--- config.mk ---
export PLATFORM = sky130hd
export DESIGN_NAME = fetch_unit_flat
export DESIGN_NICKNAME = d
export VERILOG_FILES = /design/src/rtl/fetch_unit_if.sv /design/src/rtl/fetch_unit.sv /design/src/flat_wrapper.sv
export SDC_FILE = /design/constraint.sdc
export NUM_CORES = 1
export LEC_CHECK = 0
export ABC_AREA = 1
export CORE_MARGIN = 4
export CORE_UTILIZATION = 40
export DETAILED_ROUTE_END_ITERATION = 12
export PLACE_DENSITY_LB_ADDON = 0.25
export SETUP_SLACK_MARGIN = 0.15
export SLEW_MARGIN = 40
export SYNTH_ARGS = -nofsm -noshare
export SYNTH_HDL_FRONTEND = slang
export SYNTH_SLANG_ARGS = --single-unit
--- constraint.sdc ---
create_clock -name clk -period 4.2 [get_ports clk]
set_input_delay 1.05 -clock clk [delete_from_list [all_inputs] [get_ports clk]]
set_output_delay 1.05 -clock clk [all_outputs]
set_load 0.01 [all_outputs]
--- src/rtl/fetch_unit_if.sv ---
// Instruction-memory fetch bus between fetch_unit (master) and the instruction memory (slave).
interface fetch_unit_if #(
    parameter int unsigned ADDR_W = 64
);
    logic              imem_req;
    logic [ADDR_W-1:0] imem_addr;
    logic              imem_ready;
    logic [31:0]       imem_rdata;

    modport master (
        output imem_req,
        output imem_addr,
        input  imem_ready,
        input  imem_rdata
    );

    modport slave (
        input  imem_req,
        input  imem_addr,
        output imem_ready,
        output imem_rdata
    );
endinterface

--- src/rtl/fetch_unit.sv ---
// Instruction fetch stage: holds the PC, fetches over a req/ready bus and forms branch targets.
// Optional FETCH_HALT_ON_ZERO_EN: an all-zero fetched word parks the unit in HALT until reset.
module fetch_unit #(
    parameter int unsigned       ADDR_W   = 64,
    parameter logic [ADDR_W-1:0] RESET_PC = '0
) (
    input  logic              clk,
    input  logic              reset,
    fetch_unit_if.master      mem,
    output logic [31:0]       Instruction,
    output logic              instr_valid,
    input  logic              instr_ack,
    input  logic              Brtaken,
    input  logic              UncondBr,
    output logic [ADDR_W-1:0] pc,
    output logic              halted
);

    localparam int unsigned       IMM26_EXT_W = ADDR_W - 28;
    localparam int unsigned       IMM19_EXT_W = ADDR_W - 21;
    localparam logic [ADDR_W-1:0] PC_STEP     = ADDR_W'(4);

`ifdef FETCH_HALT_ON_ZERO_EN
    typedef enum logic [1:0] {
        FETCH = 2'd0,
        ISSUE = 2'd1,
        HALT  = 2'd2
    } state_t;
`else
    typedef enum logic [1:0] {
        FETCH = 2'd0,
        ISSUE = 2'd1
    } state_t;
`endif

    state_t            state;
    logic [ADDR_W-1:0] imm26_off;
    logic [ADDR_W-1:0] imm19_off;
    logic [ADDR_W-1:0] next_pc;

    // Branch offsets are word counts: sign-extend, then scale by 4 by appending two zeros.
    always_comb begin
        imm26_off = {{IMM26_EXT_W{Instruction[25]}}, Instruction[25:0], 2'b00};
        imm19_off = {{IMM19_EXT_W{Instruction[23]}}, Instruction[23:5], 2'b00};
        next_pc   = pc + PC_STEP;
        // An X on Brtaken fails the equality and falls through to sequential flow.
        if (Brtaken == 1'b1) begin
            if (UncondBr == 1'b1) begin
                next_pc = pc + imm26_off;
            end else begin
                next_pc = pc + imm19_off;
            end
        end
    end

    assign mem.imem_addr = pc;

    always_ff @(posedge clk) begin
        if (!reset) begin
            state        <= FETCH;
            pc           <= RESET_PC;
            Instruction  <= '0;
            instr_valid  <= 1'b0;
            mem.imem_req <= 1'b0;
`ifdef FETCH_HALT_ON_ZERO_EN
            halted       <= 1'b0;
`endif
        end else begin
            case (state)
                FETCH: begin
                    // The request register rises one cycle after reset release; accept only once raised.
                    if (mem.imem_req && mem.imem_ready) begin
                        Instruction  <= mem.imem_rdata;
                        mem.imem_req <= 1'b0;
`ifdef FETCH_HALT_ON_ZERO_EN
                        if (mem.imem_rdata == 32'h0) begin
                            state  <= HALT;
                            halted <= 1'b1;
                        end else begin
                            state       <= ISSUE;
                            instr_valid <= 1'b1;
                        end
`else
                        state       <= ISSUE;
                        instr_valid <= 1'b1;
`endif
                    end else begin
                        mem.imem_req <= 1'b1;
                    end
                end
                ISSUE: begin
                    if (instr_ack) begin
                        pc           <= next_pc;
                        instr_valid  <= 1'b0;
                        mem.imem_req <= 1'b1;
                        state        <= FETCH;
                    end
                end
`ifdef FETCH_HALT_ON_ZERO_EN
                HALT: begin
                    state <= HALT;
                end
`endif
                default: begin
                    state <= FETCH;
                end
            endcase
        end
    end

`ifndef FETCH_HALT_ON_ZERO_EN
    assign halted = 1'b0;
`endif

endmodule

--- src/flat_wrapper.sv ---
// flat-port wrapper written by rule: the top's interface ports become plain ports
module fetch_unit_flat 
#(
    parameter int unsigned       ADDR_W   = 64,
    parameter logic [ADDR_W-1:0] RESET_PC = '0
)
  (clk, reset, Instruction, instr_valid, instr_ack, Brtaken, UncondBr, pc, halted, mem_imem_req, mem_imem_addr, mem_imem_ready, mem_imem_rdata);
  fetch_unit_if #(.ADDR_W(ADDR_W)) mem_i ();
  input  logic clk;
  input  logic reset;
  output logic [31:0] Instruction;
  output logic instr_valid;
  input  logic instr_ack;
  input  logic Brtaken;
  input  logic UncondBr;
  output logic [ADDR_W-1:0] pc;
  output logic halted;
  output wire logic [$bits(mem_i.imem_req)-1:0] mem_imem_req;
  output wire logic [$bits(mem_i.imem_addr)-1:0] mem_imem_addr;
  input wire logic [$bits(mem_i.imem_ready)-1:0] mem_imem_ready;
  input wire logic [$bits(mem_i.imem_rdata)-1:0] mem_imem_rdata;
  assign mem_imem_req = mem_i.imem_req;
  assign mem_imem_addr = mem_i.imem_addr;
  assign mem_i.imem_ready = mem_imem_ready;
  assign mem_i.imem_rdata = mem_imem_rdata;
  fetch_unit #(.ADDR_W(ADDR_W), .RESET_PC(RESET_PC)) u_core (.clk(clk), .reset(reset), .mem(mem_i), .Instruction(Instruction), .instr_valid(instr_valid), .instr_ack(instr_ack), .Brtaken(Brtaken), .UncondBr(UncondBr), .pc(pc), .halted(halted));
endmodule
* After elaboration in Yosys (flattened, before gate mapping)
Index checks and enable logic that the tools add are counted.
** Cells by class
- Add/subtract/negate cells :: 3
- $mul :: 0
- Div/mod/pow operators :: 0
- Magnitude comparators :: 0
- Equal/unequal tests :: 3
- Shift-type cells :: 0
- Muxes and demuxes :: 11
- Bitwise gates (word level) :: 0
- Reduce and logical (&&, ||, !) cells :: 8
** Operators by type and width (number)
- adder 64 bit :: 2
- two-way mux 64 bit :: 2
- adder 64 x 3 -> 64 bit, second input constant :: 1
- AND reduction 2 bit :: 4
- two-way mux 1 bit :: 4
- two-way mux 2 bit :: 2
- one-hot mux 1 bit (2 select lines) :: 2
- one-hot mux 2 bit (2 select lines) :: 1
- AND reduction 3 bit :: 1
- equality test 2 x 1 -> 1 bit, second input constant :: 1
- zero test 2 bit :: 1
- != test 2 x 1 -> 1 bit, second input constant :: 1
- != test 2 bit, second input constant :: 1
- nonzero test 2 bit :: 1
- logical AND 1 bit :: 1
** Word-level totals
- Register bits after elaboration :: 100
- Bits in latches :: 0
- RAM bits :: 0
- Memory bits (read-only) :: 0
- Input bits :: 38
- Output and inout port bits :: 163
- Word-level logic and storage cells :: 30
- Memories kept :: 0

* Logic depth before layout (Yosys ltp)
- Depth after elaboration :: 3
- Gate-level depth with buffers :: 22
- Gate-level depth less buffers :: 20

* Worst setup path after synthesis
Ideal clock, no wire load.
- Kind :: in2reg
- Start point :: in UncondBr
- End point :: reg u_core.pc[31], in the netlist u_core.mem.imem_addr[31]
- Library setup time :: 0.115 ns
- Arrival time :: 3.872 ns
- Data required time :: 4.085 ns
- Path slack :: 0.213 ns
- Stages :: 16
- Path buffers :: 1
- Cell sequence :: buf_2 -> inv_2 -> nand2_1 -> a21oi_2 -> ha_1 -> nand2_2 -> inv_1 -> nand2_1 -> inv_1 -> nand2_1 -> nand2_1 -> a21oi_1 -> nand2_2 -> xor2_1 -> o21ai_0 -> inv_1
** On the way
- Longest elaborated chain between the ends :: 2
** Ends and longest elaborated chain
- start, declared :: line flat_wrapper.sv:15 : input logic UncondBr;
- two-way mux 64 bit :: line fetch_unit.sv:48 : if (UncondBr == 1'b1) begin
- two-way mux 64 bit :: line fetch_unit.sv:47 : if (Brtaken == 1'b1) begin
- end signal, assigned :: line fetch_unit.sv:93 : pc <= next_pc;
- end, declared :: line fetch_unit.sv:15 : output logic [ADDR_W-1:0] pc,
Every way passes these cells.
A chain may end at the register's enable or synchronous reset.

* Worst setup path in the final report
- Start point :: in UncondBr
- End point :: reg u_core.pc[34], in the netlist u_core.mem.imem_addr[34]
The elaborated chain is that of the path after synthesis.

==> impl_metrics.env <==
export IMPL_dp_hpwl_mm=28.1
export IMPL_synth_seq_area_share_pct=19.1
export IMPL_fraction_of_layout_instances_using_a_drive_strength_above_1_pct=5.90
export IMPL_timing_fmax_mhz=266
export IMPL_clock_network_fraction_of_total_power_pct=34.5
export IMPL_crit_path_end="u_core.mem.imem_addr[34]$_SDFFE_PN0P_"
export IMPL_io_buf_count=195
export IMPL_floorplan_core_area_um2=24500
export IMPL_die_height_um=166
export IMPL_route_final_wire_length_mm=34.8
export IMPL_holdWs_ps=522
export IMPL_cts_hold_buffers=0
export IMPL_yosys_cell_count_top_type="sky130_fd_sc_hd__nand2_1"
export IMPL_worst_slew_pin_slew_ps=775
export IMPL_synth_largest_area_cell="sky130_fd_sc_hd__nand2_1"
export IMPL_synth_edf_count=0
export IMPL_hold_violations=0
export IMPL_setup_violations=0
export IMPL_timing_final_crit_period_ps=3760
export IMPL_p_sw_uw=952
export IMPL_power_switching_share_pct=35.4
export IMPL_run_status="finished clean"
export IMPL_routed_via_count=11100
export IMPL_critPathLaunch="UncondBr"
export IMPL_synth_cell_type_count=34
export IMPL_ant_nets=0
export IMPL_start_util_pct=40.9
export IMPL_worst_r2r_setup_slack_ps=1340
export IMPL_worst_endpoint_required_ps=4480
export IMPL_cts_buffer_depth=2
export IMPL_reg2reg_from="u_core.Instruction[23]$_SDFFE_PN0P_"
export IMPL_logic_pwr_share_pct=26.7
export IMPL_postSynthRegisterBits=96
export IMPL_fp_dieArea_um2=27700
export IMPL_clkSlewWorstSetupHoldPaths_ps=90
export IMPL_synth_cells=1836
export IMPL_max_cap_violations=0
export IMPL_setup_repair_after_global_routing_missed_its_margin="no"
export IMPL_hold_path_depth=2
export IMPL_synth_warnings=0
export IMPL_cts_num_sinks=96
export IMPL_area_growth_syn_to_fin_pct=22.2
export IMPL_max_slew_margin_pct=48.3
export IMPL_timing_critical_path_fanout_max=11
export IMPL_finalMaxSlewViolations=0
export IMPL_grt_max_degree=78
export IMPL_post_cts_setup_buffer_count=0
export IMPL_worstSetupEndpointType="flop"
export IMPL_yosys_most_used_dff="sky130_fd_sc_hd__dfxtp_1"
export IMPL_setup_worst_path_start_class="primary input"
export IMPL_die_w_um=166
export IMPL_place_gp_congestion=1.02
export IMPL_grt_pass1_wl_mm=54.3
export IMPL_initial_antenna_violation_count=0
export IMPL_design_portCount=201
export IMPL_ff2ff_path_depth=16
export IMPL_avgRoutedWirePerCell_um=15.2
export IMPL_track_usage_pct=24.2
export IMPL_first_iter_violations=871
export IMPL_fin_tns_setup_ps=0
export IMPL_globalRouteOverflowTotal=0
export IMPL_fill_cells=2697
export IMPL_cts_resized_gates=0
export IMPL_worst_ep_arrival_time_ps=4040
export IMPL_rows=57
export IMPL_power_density_nw_per_um2=219
export IMPL_synth_cells_most_frequent="sky130_fd_sc_hd__nand2_1 (563), sky130_fd_sc_hd__inv_1 (351), sky130_fd_sc_hd__nor2_1 (311)"
export IMPL_grt_pass1_vias=9935
export IMPL_via_per_inst=4.85
export IMPL_syn_area_per_cell_um2=5.47
export IMPL_h_tree_depth=3
export IMPL_remaining_drc_errors=0
export IMPL_tritoncts="yes"
export IMPL_clock_skew_final_ps=21.7
export IMPL_period_share_pct=89.5
export IMPL_final_nets=2062
export IMPL_clk_insertion_delay_late_ps=380
export IMPL_cts_made_buffers=9
export IMPL_detailedRoute_firstPassIterationCount=5
export IMPL_synth_top_area_share_pct=21.0
export IMPL_proportion_of_power_drawn_by_flip_flops_and_latches_pct=38.7
export IMPL_synth_top_cells_by_area="sky130_fd_sc_hd__nand2_1 (21%), sky130_fd_sc_hd__dfxtp_1 (19%), sky130_fd_sc_hd__inv_1 (13%)"
export IMPL_critical_path_reg2reg_endpoint="u_core.mem.imem_addr[34]$_SDFFE_PN0P_"
export IMPL_ir_worst_vdd_v=0.000261
export IMPL_intPower_uw=1740
export IMPL_critical_path_class="in2reg"
export IMPL_synthesis_area_um2=10000
export IMPL_clockRootBuffer="sky130_fd_sc_hd__clkbuf_16"
export IMPL_total_leakage_power_uw=0.00680
export IMPL_synth_async_sr_flop_share_pct=0
export IMPL_worstHoldPathType="reg2reg"
==> worst min path at each step <==
stage                                                    from                                  end  slack, ps
after CTS                 u_core.Instruction[28]$_SDFFE_PN0P_  u_core.Instruction[28]$_SDFFE_PN0P_        530
after global routing         u_core.mem.imem_req$_SDFFE_PN0P_     u_core.mem.imem_req$_SDFFE_PN0P_        570
after detailed placement  u_core.Instruction[26]$_SDFFE_PN0P_  u_core.Instruction[26]$_SDFFE_PN0P_        500
after global placement    u_core.Instruction[28]$_SDFFE_PN0P_  u_core.Instruction[28]$_SDFFE_PN0P_        490
final                     u_core.Instruction[29]$_SDFFE_PN0P_  u_core.Instruction[29]$_SDFFE_PN0P_        520
after floorplan              u_core.mem.imem_req$_SDFFE_PN0P_     u_core.mem.imem_req$_SDFFE_PN0P_        510
==> registers in the layout (all words and copies together), names as in the netlist <==
signal,count
u_core.Instruction,32
u_core.mem.imem_req,1
u_core.state,1
u_core.mem.imem_addr,62
==> cells by family (layout without fill, tap and decap cells) <==
| family | count (synthesis) | count (layout) | share of synthesized area [%] |
|---|---|---|---|
| compound gates | 155 | 155 | 8.01 |
| xor+xnor | 28 | 28 | 2.44 |
| fa+ha+maj | 62 | 62 | 7.80 |
| buf+inv | 460 | 587 | 19.8 |
| flops | 96 | 96 | 19.1 |
| other cells | 1 | 6 | 0.0374 |
| simple gates | 1034 | 1034 | 42.8 |
==> power groups by stage <==
| stage | sequential [µW] | clock (µW) | combinational [µW] |
|---|---|---|---|
| finish | 1040 | 928 | 719 |
| global placement | 1060 | 0 | 709 |
| CTS | 1040 | 951 | 719 |
| floorplan | 1070 | 0 | 406 |
| detailed placement | 1060 | 0 | 715 |
| global route | 1050 | 983 | 789 |
==> metrics by stage <==
| stage | power (µW) | util, % | setup WS (ps) | std cells | area, µm² |
|---|---|---|---|---|---|
| 3_3_place_gp | 1770 | 48.7 | 194 | 2275 | 11900 |
| 5_1_grt | 2820 | 50.0 | 209 | 2291 | 12300 |
| 3_5_place_dp | 1780 | 48.7 | 164 | 2275 | 11900 |
| 2_1_floorplan | 1470 | - | 213 | 1840 | 10100 |
| 6_report | 2690 | 50.0 | 442 | 2292 | 12300 |
| 4_1_cts | 2710 | 50.0 | 558 | 2291 | 12300 |
==> per-layer routing <==
layer | global-route usage (%) | share of wire (%) | vias to the layer above
met5 | 0 | 0 | -
met2 | 36.0 | 41 | 414
met4 | 6.87 | 2.3 | 0
met3 | 3.29 | 7.1 | 44
met1 | 36.5 | 50 | 4980
li1 | - | - | 5688
==> critical path, cell delays in order <==
cell and delay, ps:
sky130_fd_sc_hd__clkdlybuf4s50_1 470, sky130_fd_sc_hd__inv_2 80, sky130_fd_sc_hd__buf_4 150, sky130_fd_sc_hd__buf_4 170, sky130_fd_sc_hd__nor2_1 50, sky130_fd_sc_hd__nor2_1 290
sky130_fd_sc_hd__ha_1 350, sky130_fd_sc_hd__nand2_1 190, sky130_fd_sc_hd__inv_1 60, sky130_fd_sc_hd__nand2_1 60, sky130_fd_sc_hd__nand2_1 100, sky130_fd_sc_hd__a21oi_1 220
sky130_fd_sc_hd__a21oi_1 130, sky130_fd_sc_hd__nor2_1 370, sky130_fd_sc_hd__nor2_1 80, sky130_fd_sc_hd__nor2_1 90, sky130_fd_sc_hd__nand2_1 50, sky130_fd_sc_hd__nand2_1 50
sky130_fd_sc_hd__inv_1 30
==> cell usage in the layout (no fill, tap or decap) <==
| cell type | Yosys | layout |
|---|---|---|
| sky130_fd_sc_hd__buf_12 | 0 | 2 |
| sky130_fd_sc_hd__and2_1 | 3 | 3 |
| sky130_fd_sc_hd__fa_1 | 1 | 1 |
| sky130_fd_sc_hd__nand2_1 | 563 | 563 |
| sky130_fd_sc_hd__diode_2 | 0 | 1 |
| sky130_fd_sc_hd__a311oi_1 | 1 | 1 |
| sky130_fd_sc_hd__clkbuf_16 | 0 | 9 |
| sky130_fd_sc_hd__a21oi_1 | 57 | 57 |
| sky130_fd_sc_hd__nor3_1 | 5 | 5 |
| sky130_fd_sc_hd__xor2_1 | 26 | 26 |
| sky130_fd_sc_hd__nor4_2 | 2 | 2 |
| sky130_fd_sc_hd__nand2_2 | 27 | 27 |
| sky130_fd_sc_hd__a21oi_2 | 2 | 1 |
| sky130_fd_sc_hd__nor2_4 | 2 | 2 |
| sky130_fd_sc_hd__or2_2 | 1 | 1 |
| sky130_fd_sc_hd__nand3_2 | 7 | 7 |
| sky130_fd_sc_hd__inv_1 | 351 | 350 |
| sky130_fd_sc_hd__o21bai_1 | 5 | 5 |
| sky130_fd_sc_hd__o21ai_1 | 3 | 3 |
| sky130_fd_sc_hd__conb_1 | 1 | 5 |
| sky130_fd_sc_hd__dfxtp_1 | 96 | 96 |
| sky130_fd_sc_hd__xnor2_1 | 2 | 2 |
| sky130_fd_sc_hd__inv_2 | 5 | 7 |
| sky130_fd_sc_hd__nor3_4 | 3 | 3 |
| sky130_fd_sc_hd__ha_1 | 61 | 61 |
| sky130_fd_sc_hd__nor3_2 | 7 | 7 |
| sky130_fd_sc_hd__nor2_1 | 311 | 310 |
| sky130_fd_sc_hd__nor2_2 | 23 | 24 |
| sky130_fd_sc_hd__inv_12 | 0 | 1 |
| sky130_fd_sc_hd__nand3_1 | 69 | 69 |
| sky130_fd_sc_hd__a21oi_4 | 0 | 1 |
| sky130_fd_sc_hd__clkdlybuf4s50_1 | 0 | 195 |
| sky130_fd_sc_hd__nand4_1 | 11 | 11 |
| sky130_fd_sc_hd__buf_4 | 68 | 16 |
| sky130_fd_sc_hd__inv_8 | 0 | 3 |
| sky130_fd_sc_hd__o21ai_0 | 85 | 85 |
| sky130_fd_sc_hd__clkinv_1 | 2 | 1 |
| sky130_fd_sc_hd__o211ai_1 | 2 | 2 |
| sky130_fd_sc_hd__clkinv_8 | 0 | 3 |
==> final cells by class <==
cell class              count  area [µm²]  share of cell area [%]
multi-input cells        1284        6160                    50.2
repair buffers            213        2110                    17.2
inverters                 358        1340                    11.0
clock buffers               9         225                    1.84
well taps                 324         405                    3.31
flip-flops and latches     96        1920                    15.7
clock inverters             7        98.8                   0.806
diodes                      1        2.50                  0.0204
(Power assumes the default switching activity.)
